===== src/rtl/fir_pkg.sv =====
// Shared types and constants for the four-tap serial FIR engine.
package fir_pkg;
    localparam int NUM_TAPS       = 4;
    localparam int COEF_FRAC_BITS = 15;
    localparam int ACC_W          = 20;
    localparam int DATA_W         = 16;

    // Bit i set means tap i is subtracted from the accumulator.
    localparam logic [NUM_TAPS-1:0] TAP_SUB = 4'b1010;

    typedef enum logic [1:0] {
        IDLE,
        LOAD,
        MAC,
        DONE
    } state_t;
endpackage


===== src/rtl/fir_mac.sv =====
// Single-tap multiply-accumulate step: acc +/- ((x * c) >> 15), purely combinational.
module fir_mac
    import fir_pkg::*;
(
    input  logic [DATA_W-1:0]       x,
    input  logic [DATA_W-1:0]       c,
    input  logic signed [ACC_W-1:0] acc,
    input  logic                    sub,
    output logic signed [ACC_W-1:0] acc_next
);
    logic [2*DATA_W-1:0]      prod;
    logic [DATA_W:0]          p;
    logic signed [ACC_W-1:0]  p_ext;

    assign prod  = {{DATA_W{1'b0}}, x} * {{DATA_W{1'b0}}, c};
    // Q1.15 coefficient: dropping the fraction leaves at most 17 significant bits.
    assign p     = prod[2*DATA_W-1:COEF_FRAC_BITS];
    assign p_ext = {{(ACC_W-DATA_W-1){1'b0}}, p};

    assign acc_next = sub ? (acc - p_ext) : (acc + p_ext);
endmodule


===== src/rtl/fir_mac_engine.sv =====
// Four-tap FIR engine: serial one-tap-per-cycle MAC, local coefficient cache, one-deep request buffer.
// A sample result appears 6 cycles after its pulse; modwait stays high while work is queued.
module fir_mac_engine
    import fir_pkg::*;
(
    input  logic                clk,
    input  logic                n_rst,
    input  logic [DATA_W-1:0]   sample_data,
    input  logic                data_ready,
    input  logic                new_coefficient_set,
    input  logic [DATA_W-1:0]   fir_coefficient,
    output logic [1:0]          coefficient_num,
    output logic                modwait,
    output logic [DATA_W-1:0]   fir_out,
    output logic                err
);
    state_t                          state_q, state_d;
    logic [1:0]                      tap_q, tap_d;
    logic [NUM_TAPS-1:0][DATA_W-1:0] x_q, x_d;
    logic [NUM_TAPS-1:0][DATA_W-1:0] c_q, c_d;
    logic signed [ACC_W-1:0]         acc_q, acc_d;
    logic [DATA_W-1:0]               pend_sample_q, pend_sample_d;
    logic                            pend_s_q, pend_s_d;
    logic                            pend_c_q, pend_c_d;
    logic                            modwait_q, modwait_d;
    logic [DATA_W-1:0]               fir_out_q, fir_out_d;
    logic                            err_q, err_d;

    logic                    pend_s_eff, pend_c_eff, dispatch;
    logic [DATA_W-1:0]       sample_eff;
    logic signed [ACC_W-1:0] acc_next;

    fir_mac u_mac (
        .x        (x_q[tap_q]),
        .c        (c_q[tap_q]),
        .acc      (acc_q),
        .sub      (TAP_SUB[tap_q]),
        .acc_next (acc_next)
    );

    always_comb begin
        state_d       = state_q;
        tap_d         = tap_q;
        x_d           = x_q;
        c_d           = c_q;
        acc_d         = acc_q;
        fir_out_d     = fir_out_q;
        err_d         = err_q;
        dispatch      = 1'b0;
        // This cycle's pulses count as already pending so nothing waits an extra cycle.
        pend_s_eff    = pend_s_q | data_ready;
        pend_c_eff    = pend_c_q | new_coefficient_set;
        sample_eff    = data_ready ? sample_data : pend_sample_q;
        pend_s_d      = pend_s_eff;
        pend_c_d      = pend_c_eff;
        pend_sample_d = sample_eff;

        case (state_q)
            IDLE: dispatch = 1'b1;
            LOAD: begin
                c_d[tap_q] = fir_coefficient;
                tap_d      = tap_q + 2'd1;
                dispatch   = (tap_q == 2'd3);
            end
            MAC: begin
                acc_d = acc_next;
                tap_d = tap_q + 2'd1;
                if (tap_q == 2'd3) state_d = DONE;
            end
            DONE: begin
                if (acc_q[ACC_W-1] || (|acc_q[ACC_W-2:DATA_W])) begin
                    err_d = 1'b1;
                end else begin
                    fir_out_d = acc_q[DATA_W-1:0];
                    err_d     = 1'b0;
                end
                dispatch = 1'b1;
            end
            default: state_d = IDLE;
        endcase

        // Coefficient reloads win over samples so a simultaneous pair uses the new set.
        if (dispatch) begin
            if (pend_c_eff) begin
                state_d  = LOAD;
                tap_d    = 2'd0;
                pend_c_d = 1'b0;
            end else if (pend_s_eff) begin
                state_d  = MAC;
                tap_d    = 2'd0;
                acc_d    = '0;
                pend_s_d = 1'b0;
                x_d      = {x_q[NUM_TAPS-2:0], sample_eff};
            end else begin
                state_d = IDLE;
            end
        end

        modwait_d       = (state_d != IDLE);
        coefficient_num = (state_q == LOAD) ? tap_q : 2'd0;
    end

    always_ff @(posedge clk or negedge n_rst) begin
        if (!n_rst) begin
            state_q       <= IDLE;
            tap_q         <= '0;
            x_q           <= '0;
            c_q           <= '0;
            acc_q         <= '0;
            pend_sample_q <= '0;
            pend_s_q      <= 1'b0;
            pend_c_q      <= 1'b0;
            modwait_q     <= 1'b0;
            fir_out_q     <= '0;
            err_q         <= 1'b0;
        end else begin
            state_q       <= state_d;
            tap_q         <= tap_d;
            x_q           <= x_d;
            c_q           <= c_d;
            acc_q         <= acc_d;
            pend_sample_q <= pend_sample_d;
            pend_s_q      <= pend_s_d;
            pend_c_q      <= pend_c_d;
            modwait_q     <= modwait_d;
            fir_out_q     <= fir_out_d;
            err_q         <= err_d;
        end
    end

    assign modwait = modwait_q;
    assign fir_out = fir_out_q;
    assign err     = err_q;
endmodule


===== config.mk =====
export PLATFORM = sky130hd
export DESIGN_NAME = fir_mac_engine
export DESIGN_NICKNAME = d
export VERILOG_FILES = /design/src/rtl/fir_pkg.sv /design/src/rtl/fir_mac.sv /design/src/rtl/fir_mac_engine.sv
export SDC_FILE = /design/constraint.sdc
export NUM_CORES = 1
export LEC_CHECK = 0
export CORE_ASPECT_RATIO = 1.5
export CORE_MARGIN = 3
export CORE_UTILIZATION = 53
export CTS_BUF_LIST = sky130_fd_sc_hd__clkbuf_8
export CTS_CLUSTER_SIZE = 40
export DETAILED_ROUTE_END_ITERATION = 16
export PLACE_DENSITY = 0.7
export SLEW_MARGIN = 10
export SYNTH_ARGS = -nofsm -noshare
export SYNTH_HDL_FRONTEND = slang
export SYNTH_HIERARCHICAL = 1
export SYNTH_SLANG_ARGS = --single-unit

===== constraint.sdc =====
create_clock -name clk -period 14.3 [get_ports clk]
set_clock_uncertainty 0.1 [all_clocks]
set_input_delay 2.86 -clock clk [delete_from_list [all_inputs] [get_ports clk]]
set_output_delay 2.86 -clock clk [all_outputs]
set_load 0.005 [all_outputs]

==> metrics.txt, run 1 <==
clk sinks=188; setup bufs post-CTS=0; final hold vios=0; Final setup viols=0; die width=around 160 um; syn avg cell area=about 11 um^2; critical path class=reg -> reg; Core ar.=32,940 um^2; nature of the critical path endpoint=register; CP startpoint kind=register; H-tree levels=4; run status=finished, final reports clean; Post-Route WL=40.47 mm; layout cells sized above 1=around an eighth; Synth Flop Type=dfrtp_1; Post-DP HPWL=30.58 mm; CTS root buffer=clkbuf_8; Die Area=between 30,000 and 40,000 um^2; TNS Setup=0 ns; Nets=between 2,000 and 2,500; Min-Delay Path Class=reg -> reg; CTS max path bufs=2; Netlist Area Pre-Place=~18,000 um^2; row count=between 80 and 90; syn nets=a little over 2,000; DR pass1 iterations=6; Die H=around 230 um; CP arrival=11.01 ns; CTS tree=built; Peak Freq=92.87 MHz; DRC viols=0; Slew @ Worst Pin=about 1.1 ns; post-DR wirelength/cell=19.17 um; number of synthesized flops with an enable pin=0; post_cts resized=0; # diodes=0; Global Route Usage Sum=approximately 23%; CP max stage cell=mux4_2; initial antenna violation count=0; final setup margin=~3.5 ns; Max Cap Viol=0; Yosys warnings=6; Tcrit/Tclk final=approximately three quarters; initial core utilization=between 50% and 60%; Rel. slew slack=27.62%; Slew Viols, Final=0; CTS Buf Count=17; vias=around 12,000; Ports=56; DP Area=about 19,000 um^2; CP required=14.54 ns; share of async-settable or async-resettable flops after synthesis=100.0%; RSZ-0062 raised after global routing=no; pre-CTS setup slack=around 3.5 ns; drt initial violations=roughly 620; synth cell count leaders=256 x inv_1, 194 x fa_1, 188 x dfrtp_1, 169 x nand2_1, 133 x mux2_2; post-synthesis sequential area ratio=a little over a quarter; unique cell type count in the Yosys netlist=77; #FFs+latches synth=between 150 and 200; pin count of the biggest net entering global routing=120; worst-path fanout max=31; Period minus WS final=roughly 11 ns; Final ANT Viol Nets=0; post-synth top area share=about a quarter; most area-consuming cells after synthesis=dfrtp_1 26%, fa_1 22%, ha_1 9.1%; clock latency on the worst-skew pair=about 0.51 ns; Mapped Cells=roughly 1,700; Placer Congestion=slightly below 0.9; first-pass GRT wire length=around 66 mm; peak per-stage delay on the critical path=0.79 ns; gr ovfl total=0; CTS clock-pin slew for the worst setup and hold paths=around 0.10 ns; CTS Hold Buffers Added=0; number of port buffers=55; top-count cell post-synth=inv_1; vias in the first global route=12,918; routed vias/inst=roughly 5.7; Synth area leader=dfrtp_1; synthesis-to-finish area growth=6.872%; design area=19,070 um^2; Worst path most repeated cell=fa_1
[metrics by stage]
step	util [%]	cells	hold slack, ns
after floorplan	-	1674	0.3680
after global placement	56.60	2079	0.3782
after detailed placement	56.60	2079	0.3874
after CTS	57.90	2111	0.4119
after global routing	57.90	2111	0.4208
final	57.90	2111	0.4064
[layout make-up]
cell class | count | area [um^2]
tap | 415 | 519.2
timing repair buffer | 61 | 599.3
sequential | 188 | 4706
fill | 2751 | 13870
multi-input combinational | 1159 | 11860
inverter | 256 | 960.9
clock buffer | 17 | 234.0
clock inverter | 15 | 192.7
[sequential cells by signal, summed over array words and instances, names as in the netlist]
| name | cells |
|---|---|
| state_q | 2 |
| acc_q | 20 |
| fir_out | 16 |
| pend_c_q | 1 |
| modwait | 1 |
| pend_s_q | 1 |
| pend_sample_q | 16 |
| x_q | 64 |
| c_q | 64 |
| tap_q | 2 |
| err | 1 |
[cells by family after synthesis]
group | after synthesis | share of synthesized area (%)
compound gates | 153 | 6.045
xor+xnor | 48 | 2.356
fa+ha+maj | 324 | 30.88
buf+inv | 327 | 7.180
flops | 188 | 26.37
mux | 217 | 15.54
simple gates | 417 | 11.63
[cells in the final DEF (no fill, tap or decap), drive strengths merged, types with 9 or more instances in the layout]
master	instances
inv	263
clkdlybuf4s50	54
xor2	17
fa	194
mux2	160
o21a	9
clkbuf	18
dfrtp	188
a21oi	47
mux2i	25
nand4	9
and2	119
mux4	32
ha	130
a21o	17
nor3	14
xnor2	31
nor2	63
o21ai	22
nand2	169
[critical path, delay by kind of cell, from the launching register on]
kind / cells / cell delay (ns)
buffers and inverters: 5 / 0.80
flip-flops: 1 / 0.73
XOR/XNOR: 3 / 0.47
AO/OA/AOI/OAI: 11 / 2.82
adder cells (fa/ha/maj): 8 / 3.72
multiplexers: 2 / 0.92
AND/OR/NAND/NOR: 6 / 1.03
[layer usage]
layer / GRT usage (%) / vias up / routed length, um
li1: - / 5480 / -
met1: 28.83 / 6276 / 16090
met2: 40.68 / 287 / 21510
met3: 3.057 / 93 / 1389
met4: 8.644 / 0 / 1480
met5: 0 / - / 0
[path summary, 6_finish.rpt]
path | start | end | slack [ns] | cells past startpoint
worst min-delay path | pend_sample_q[9] | pend_sample_q[9] | 0.41 | 1
worst max-delay path | tap_q[0] | acc_q[19] | 3.53 | 35
min in group asynchronous | n_rst | c_q[25] | 2.36 | 1
max in group asynchronous | n_rst | tap_q[0] | 10.19 | 2
worst min register to register | pend_sample_q[9] | pend_sample_q[9] | 0.41 | 1
worst max register to register | tap_q[0] | acc_q[19] | 3.53 | 35
Power of run 1 is not shown: default switching activity piles up to over one toggle a cycle in this logic, so the estimate is an artifact.
==> inputs of run 2 (changes only) <==
- PLACE_DENSITY: 0.7 -> 0.73
- clock period: 14.3 -> 9.55 ns (I/O delays scaled with it)
==> metrics.txt, run 2 (synthesized netlist as in run 1, its figures left out) <==
most frequent cells in the layout=254 x inv_1, 192 x fa_1, 187 x dfrtp_1; post-DR wirelength/cell=between 15 and 20 um; CTS tree=built; Slew Viols, Final=0; clk sinks=between 150 and 200; Global Route Usage Sum=23.72%; synthesis-to-finish area growth=15.38%; drt initial violations=just under 800; Peak Freq=approximately 100 MHz; Period minus WS final=roughly 9.6 ns; Tcrit/Tclk final=100.3%; initial antenna violation count=0; gr ovfl total=0; CP startpoint kind=register; die width=155.8 um; failing checks=negative setup slack; DRC viols=0; CTS Buf Count=17; CTS clock-pin slew for the worst setup and hold paths=about 0.1 ns; nature of the critical path endpoint=register; vias in the first global route=about 13,000; pre-CTS setup slack=-0.2126 ns; largest registers=c_q x64, x_q x64, acc_q x20; Max Cap Viol=0; DR pass1 iterations=5; CTS Hold Buffers Added=0; Min-Delay Path Class=reg -> reg; number of port buffers=55; Nets=between 2,000 and 2,500; critical path class=reg -> reg; final setup margin=-0.03118 ns; row count=81; initial core utilization=54.17%; Worst path most repeated cell=fa_1; Rel. slew slack=34.69%; CP arrival=approximately 9.9 ns; H-tree levels=4; CTS max path bufs=2; most common cell after layout, fill and taps aside=inv_1; routed vias/inst=between 5 and 6; Die Area=about 36,000 um^2; Placer Congestion=between 0.9 and 1; RSZ-0062 raised after global routing=yes; CP max stage cell=fa_1; FILL cells=2,519; CP required=9.84 ns; vias=approximately 13,000; final hold vios=0; Final ANT Viol Nets=0; Ports=between 50 and 60; first-pass GRT wire length=slightly below 70 mm; peak per-stage delay on the critical path=around 0.53 ns; pin count of the biggest net entering global routing=roughly 120; clock latency on the worst-skew pair=approximately 0.5 ns; Slew @ Worst Pin=slightly below 1 ns; Final setup viols=1; Core ar.=~33,000 um^2; worst hold margin=0.4034 ns; Post-DP HPWL=between 30 and 40 mm; final design utilization=a little over three fifths; worst-path fanout max=7; # diodes=0; TNS Setup=-0.03118 ns; Post-Route WL=42.49 mm; run status=complete, but fails checks; layout cells sized above 1=between 20% and 30%; CTS root buffer=clkbuf_8; Die H=between 200 and 250 um
run 2: cell count changes in the layout (fill, tap and decap cells not counted), sizes merged:
cell,previous run,this run
clkinv,6,4
mux4,32,36
clkinvlp,1,2
clkbuf,18,20
buf,6,118
run 2: area by class of cell:
class	count	area, um^2	share of cell area [%]
timing repair buffer	175	1627	7.901
sequential	188	4706	22.86
multi-input combinational	1163	12370	60.08
inverter	256	960.9	4.668
clock inverter	14	172.7	0.8387
clock buffer	17	234.0	1.137
tap	415	519.2	2.522
run 2: stage by stage:
stage	std cells	cell area [um^2]
after floorplan	1674	17840
after global placement	2128	19040
after detailed placement	2128	19040
after CTS	2190	19800
after global routing	2228	20590
final	2228	20590
run 2: metal layers:
| metal | GRT usage, % | routed length (um) | up-vias |
|---|---|---|---|
| met1 | 28.29 | 15830 | 6537 |
| met5 | 0 | 0 | - |
| met3 | 3.620 | 2187 | 127 |
| met2 | 42.98 | 22560 | 392 |
| li1 | - | - | 5726 |
| met4 | 8.699 | 1906 | 0 |
run 2: worst max-delay path, delay by kind of cell (launching register included):
kind,cells,cell delay (ns)
mux,2,0.66
fa+ha+maj,8,3.34
xor+xnor,1,0.11
buf+inv,9,1.04
simple gates,8,1.62
flops,1,0.51
compound gates,9,2.09
run 2: final timing paths:
check                      slack (ns)                to  cells after the start        startpoint
min in group asynchronous        1.44           modwait                      1             n_rst
min reg2reg                      0.40  pend_sample_q[6]                      1  pend_sample_q[6]
max                             -0.03         acc_q[19]                     37          tap_q[0]
max reg2reg                     -0.03         acc_q[19]                     37          tap_q[0]
max in group asynchronous        6.38           c_q[44]                      2             n_rst
min                              0.40  pend_sample_q[6]                      1  pend_sample_q[6]
run 2: repair_timing:
item | CTS | global route
gates resized for setup | 9 | 94
cloned | 4 | 3
endpoints found under the setup margin | 1 | 7
pin swaps | 10 | 45
setup buffers | 27 | 34
Power of run 2 is left out for the same reason.
==> inputs of run 3 (changes only) <==
- CORE_UTILIZATION: 53 -> 40
- PLACE_DENSITY: 0.73 -> 0.58
==> metrics.txt, run 3 (synthesized netlist as in run 1, its figures left out) <==
run status=finished, final reports clean; Final ANT Viol Nets=0; synthesis-to-finish area growth=17.65%; worst-path fanout max=6; Die H=approximately 260 um; first-pass GRT wire length=67.34 mm; post-DR wirelength/cell=approximately 19 um; flop-to-flop setup slack=0.17 ns; CP Buf/Inv Count=6; vias=approximately 13,000; CP startpoint kind=register; number of port buffers=55; fin cells=roughly 2,400; RR Endpoint=acc_q[19]; nature of the critical path endpoint=register; largest registers=c_q x64, x_q x64, acc_q x20; initial core utilization=40.56%; FF+latch area=~4700 um^2; Worst path most repeated cell=fa_1; H-tree levels=4; CTS max path bufs=2; vias in the first global route=13,289; Post-DP HPWL=around 33 mm; clk sinks=~190; Period minus WS final=between 9 and 10 ns; die width=178.5 um; CP delay by family, top=adder cells; CTS root buffer=clkbuf_8; Placed Cells incl. Taps=2,315; Min-Delay Path Class=reg -> reg; most frequent cells in the layout=254 x inv_1, 190 x fa_1, 187 x dfrtp_1; routed vias/inst=around 5.3; row count=94; Tcrit/Tclk final=98.26%; Post-Route WL=roughly 46 mm; FILL cells=between 4,000 and 5,000; Multi-input gate area=12,510 um^2; CTS Buf Count=17; CTS tree=built; peak per-stage delay on the critical path=roughly 0.70 ns; path depth of the worst reg2reg path=35; HP Start=pend_sample_q[12]; drt initial violations=approximately 620; Nets=around 2,200; most common cell after layout, fill and taps aside=inv_1; CTS clock-pin slew for the worst setup and hold paths=between 0.1 and 0.15 ns; Slew @ Worst Pin=0.9818 ns; gr ovfl total=0; CTS Hold Buffers Added=0; Global Route Usage Sum=17.89%; DRC viols=0; layout cells sized above 1=23.36%; Peak Freq=approximately 110 MHz; final hold vios=0; clock latency on the worst-skew pair=approximately 0.50 ns; Endpoint, Worst Hold=pend_sample_q[12]; Ports=56; CP arrival=9.65 ns; Hold Path Depth=1; Core ar.=roughly 44,000 um^2; CP required=between 9 and 10 ns; DR pass1 iterations=5; Slew Viols, Final=0; pin count of the biggest net entering global routing=86; reg2reg start=tap_q[0]; Final setup viols=0; Rel. slew slack=~34%; Max Cap Viol=0; Die Area=about 47,000 um^2; Placer Congestion=around 0.90; critical path class=reg -> reg; initial antenna violation count=2; RSZ-0062 raised after global routing=yes; CP max stage cell=mux4_1
[run 3: layout make-up]
cell class	count	share of cell area, %
multi-input combinational	1168	59.60
sequential	188	22.42
timing repair buffer	188	8.124
inverter	256	4.577
tap	576	3.433
clock buffer	17	1.115
clock inverter	15	0.7212
antenna	1	0.01192
[run 3: routing by layer]
layer  part of all wire, %  vias up  wire, um  GRT usage (%)
met3                   3.8       97      1728          2.150
met2                    53      304     24420          32.73
met5                     0        -         0              0
met1                    39     6640     17910          21.23
li1                      -     5803         -              -
met4                   3.5        0      1585          6.766
[run 3: how the worst max path moves through the flow]
stage	from	to	slack [ns]	cells after the start
floorplan	tap_q[0]	acc_q[19]	0.15	37
global placement	tap_q[0]	acc_q[19]	0.03	35
detailed placement	tap_q[0]	acc_q[19]	-0.17	34
CTS	tap_q[0]	acc_q[19]	0.03	35
global route	tap_q[0]	acc_q[19]	-0.17	35
finish	tap_q[0]	acc_q[19]	0.17	35
[run 3: what timing repair did]
| item | 4_1_cts | 5_1_grt |
|---|---|---|
| gates resized for setup | 0 | 111 |
| setup buffers | 10 | 38 |
| endpoints found under the setup margin | 2 | 6 |
| gates cloned | 0 | 12 |
| pin swaps | 4 | 67 |
[run 3: per-stage QoR]
step	cell area (um^2)	worst slack [ns]	hold slack (ns)	setup TNS (ns)	utilization [%]
detailed placement	19460	-0.1736	0.3881	-0.1736	44.23
finish	20990	0.1661	0.4060	0	47.72
CTS	19920	0.03266	0.4146	0	45.28
floorplan	17840	0.1507	0.3680	0	-
global placement	19460	0.02810	0.3780	0	44.23
global route	20990	-0.1731	0.4281	-0.2159	47.72
Power of run 3 is left out for the same reason.
